File: src/rtl/shift_serializer.sv
// Framed parallel-to-serial output stage.
// Sends a start bit, WIDTH data bits in either order, then a stop bit.
module shift_serializer #(
  parameter int WIDTH = 8,
  parameter int DIV   = 4
) (
  input  logic             clk,
  input  logic             rst_n,
  input  logic [WIDTH-1:0] data_in,
  input  logic             valid,
  input  logic             r_l,
  output logic             ready,
  output logic             sout,
  output logic             busy,
  output logic             done
);

  localparam int DW = (DIV > 1) ? $clog2(DIV) : 1;
  localparam int BW = $clog2(WIDTH);

  typedef enum logic [1:0] {
    IDLE,
    START,
    DATA,
    STOP
  } state_t;

  state_t           state;
  state_t           state_nx;
  logic [WIDTH-1:0] shreg;
  logic             dir;
  logic [DW-1:0]    div_cnt;
  logic [BW-1:0]    bit_cnt;
  logic             div_last;
  logic             bit_last;

  assign div_last = (div_cnt == DW'(DIV - 1));
  assign bit_last = (bit_cnt == BW'(WIDTH - 1));

  always_comb begin
    state_nx = state;
    sout     = 1'b1;
    busy     = 1'b1;
    ready    = 1'b0;
    unique case (state)
      IDLE: begin
        busy  = 1'b0;
        ready = rst_n;
        if (valid) state_nx = START;
      end
      START: begin
        sout = 1'b0;
        if (div_last) state_nx = DATA;
      end
      DATA: begin
        sout = dir ? shreg[0] : shreg[WIDTH-1];
        if (div_last && bit_last) state_nx = STOP;
      end
      STOP: begin
        if (div_last) state_nx = IDLE;
      end
    endcase
  end

  always_ff @(posedge clk) begin
    if (!rst_n) begin
      state   <= IDLE;
      shreg   <= '0;
      dir     <= 1'b0;
      div_cnt <= '0;
      bit_cnt <= '0;
      done    <= 1'b0;
    end else begin
      state <= state_nx;
      done  <= (state == STOP) && div_last;
      if (state == IDLE) begin
        if (valid) begin
          shreg   <= data_in;
          dir     <= r_l;
          div_cnt <= '0;
          bit_cnt <= '0;
        end
      end else begin
        div_cnt <= div_last ? '0 : div_cnt + DW'(1);
        // Shift toward the output end once each data bit has been held.
        if (state == DATA && div_last) begin
          shreg   <= dir ? (shreg >> 1) : (shreg << 1);
          bit_cnt <= bit_last ? '0 : bit_cnt + BW'(1);
        end
      end
    end
  end

endmodule

File: config.mk
export PLATFORM = sky130hd
export DESIGN_NAME = shift_serializer
export DESIGN_NICKNAME = d
export VERILOG_FILES = /design/src/rtl/shift_serializer.sv
export SDC_FILE = /design/constraint.sdc
export NUM_CORES = 1
export LEC_CHECK = 0
export ABC_AREA = 1
export ABC_CLOCK_PERIOD_IN_PS = 1850
export BUFFER_PORTS_ARGS = -buffer_cell sky130_fd_sc_hd__buf_2
export CAP_MARGIN = 0
export CORE_MARGIN = 5
export CORE_UTILIZATION = 40
export CTS_BUF_LIST = sky130_fd_sc_hd__clkbuf_8
export DETAILED_ROUTE_END_ITERATION = 16
export SYNTH_ARGS = -nofsm -noshare
export SYNTH_HDL_FRONTEND = slang
export SYNTH_SLANG_ARGS = --single-unit
File: constraint.sdc
create_clock -name clk -period 1.85 [get_ports clk]
set_input_delay 0.0925 -clock clk [delete_from_list [all_inputs] [get_ports clk]]
set_output_delay 0.0925 -clock clk [all_outputs]
set_load 0.02 [all_outputs]
==> flow_summary.json <==
{
  "outcome": "completed",
  "yosys_warnings": 0,
  "synthArstFlopShare": 0,
  "clk_latency_ps": 260,
  "via_count": 966,
  "hpwlAfterDp_mm": 1.61,
  "seq_area_frac_synth": 0.340,
  "syn_nets": 163,
  "cp_max_fo": 10,
  "die_h_um": 60.0,
  "grt_pass1_wl_mm": 3.91,
  "synth_most_common_cell": "nand2_1",
  "worstMarginPinSlew_ps": 449,
  "crit_type": "flip-flop to flip-flop",
  "ys_seq_elements": 17,
  "synth_top_area_share": 0.340,
  "n_fill_cell": 270,
  "finalCritPeriodShare": 0.857,
  "area_growth_pct": 14.0,
  "core_region_area_sq_mm": 0.00243,
  "wirelength_mm": 2.15,
  "die_area_sq_mm": 0.00360,
  "slew_headroom": 0.701,
  "ant_nets": 0,
  "final_max_slew_viol_count": 0,
  "start_kind": "flip-flop",
  "cts_made_buffers": 3,
  "stdcell_area_sq_mm": 0.00114,
  "drt_iter0_drc": 34,
  "cts_setup_buffers": 0,
  "yosys.area.top_type": "dfxtp_1",
  "critPathLaunch": "state[0]",
  "synthTopCellsByCount": "nand2_1, nor2_1, dfxtp_1, o21ai_0, a21oi_1",
  "routabilityCongestion": 0.728,
  "fin_setup_tns_ps": 0,
  "synth.distinct_cells": 22,
  "setup_viol": 0,
  "drive_above_1_share": 0.181,
  "routedWlPerCell_um": 11.3,
  "min-delay-start": "r_l",
  "chipWidth_um": 60.0,
  "regArea_sq_um": 340,
  "final_net_count": 180,
  "synth_ff_type": "dfxtp_1",
  "synth-edff-count": 0,
  "cts.path.max_buffers": 2,
  "maxCapViolations": 0,
  "cts-root-buf": "clkbuf_8",
  "grt_max_degree": 18,
  "place_ws_ps": 260,
  "placed_area_sq_mm": 0.00109,
  "grt_antenna_before_repair": 0,
  "grt_pass1_vias": 932,
  "power_density_mw_per_mm2": 1420,
  "grt.overflow.total": 0,
  "crit_path_end_kind": "flip-flop",
  "cts_resized": 0,
  "crit_required_ps": 2000,
  "start_util": 0.412,
  "fp-row-count": 18,
  "n_antenna_cell": 0,
  "cts_tree": "done",
  "fmax_ghz": 0.631,
  "synth_top_cells_by_area": "dfxtp_1, nand2_1, ha_1, nor2_1, o21ai_0",
  "ir_worst_vdd_uv": 925,
  "hold_class": "input port to flip-flop",
  "grt_usage": 0.143,
  "holdWs_ps": 132,
  "period_needed_ps": 1580,
  "synth_cells": 144,
  "hold_viol": 0,
  "synth.avg_cell_area_sq_um": 6.95,
  "multiInputGateArea_sq_um": 581,
  "portBuffers": 15,
  "io_pins": 16,
  "drt-pass1-iter-count": 4,
  "rsz0062_at_grt": "false",
  "synthesis.area_sq_mm": 0.00100,
  "h-tree-depth": 1,
  "path_clk_slew_ps": 70,
  "clock_sinks": 17,
  "cts_hold_buf": 0,
  "r2r_start": "state[0]",
  "viasPerCell": 5.08,
  "timing.final.ws_setup_ps": 265,
  "clock-skew-final_ps": 2.92,
  "power.leakage_nw": 0.529,
  "cp_data_arrival_time_ps": 1740,
  "drc": 0
}
## power by group
| group | switching, W | internal, W | total (W) | leakage (nW) |
|---|---|---|---|---|
| combinational | 0.000481 | 0.000294 | 0.000775 | 0.368 |
| clock | 0.000143 | 0.000152 | 0.000294 | 0.0217 |
| sequential | 0.0000857 | 0.000464 | 0.000550 | 0.140 |
| total | 0.000709 | 0.000910 | 0.00162 | 0.529 |
## logic make-up (layout without fill, tap and decap cells)
| kind of cell | Yosys count | after routing | synth area share |
|---|---|---|---|
| adder cells (fa/ha/maj) | 7 | 7 | 0.0875 |
| AO/OA/AOI/OAI | 27 | 27 | 0.148 |
| flip-flops | 17 | 17 | 0.340 |
| AND/OR/NAND/NOR | 76 | 76 | 0.345 |
| buffers and inverters | 17 | 33 | 0.0800 |
## per-layer routing
layer / GRT usage / up-vias / share of wire
met5: 0 / - / 0
met4: 0.0538 / 0 / 0.0070
met3: 0.0583 / 2 / 0.051
met2: 0.235 / 19 / 0.47
met1: 0.164 / 450 / 0.48
li1: - / 495 / -
## path summary, 6_finish.rpt
check,slack (ps),endpoint,depth (start not counted)
hold reg to reg,470,bit_cnt[2],2
setup reg to reg,270,shreg[2],7
setup / recovery,270,shreg[2],7
hold / removal,130,dir,3
## sequential cells by signal, indices dropped and copies added (netlist names)
name,count
done,1
state,2
bit_cnt,3
dir,1
shreg,8
div_cnt,2
## cell type report
| class | instances | area share |
|---|---|---|
| multi-input cells | 110 | 0.509 |
| flip-flops and latches | 17 | 0.298 |
| repair buffers | 16 | 0.0724 |
| inverters | 13 | 0.0450 |
| clock buffers | 3 | 0.0362 |
| well taps | 30 | 0.0329 |
| clock inverters | 1 | 0.00658 |
## cells in the final DEF, fill, tap and decap left out, types with 2 or more instances in the layout
cell and count:
buf_2 15, nand2_2 2, ha_1 7, or2_1 5
o21ai_0 13, inv_1 10, inv_2 2, nor2_1 22
clkbuf_8 3, a21oi_1 12, dfxtp_1 17, nand3_1 10
nand2_1 32
## critical path: stages (launching register included)
cell and delay, ps:
dfxtp_1 380, inv_1 80, ha_1 360, buf_4 220, nor2_4 190, nor2_8 70, a21oi_1 120, nor2_1 60
## through the flow
stage,util,total power [W],cells
finish,0.469,0.00162,190
detailed placement,0.449,0.00134,186
global placement,0.449,0.00133,186
CTS,0.469,0.00165,190
global route,0.469,0.00178,190
floorplan,-,0.00119,144
No activity file was read; power rests on OpenSTA's default activity.
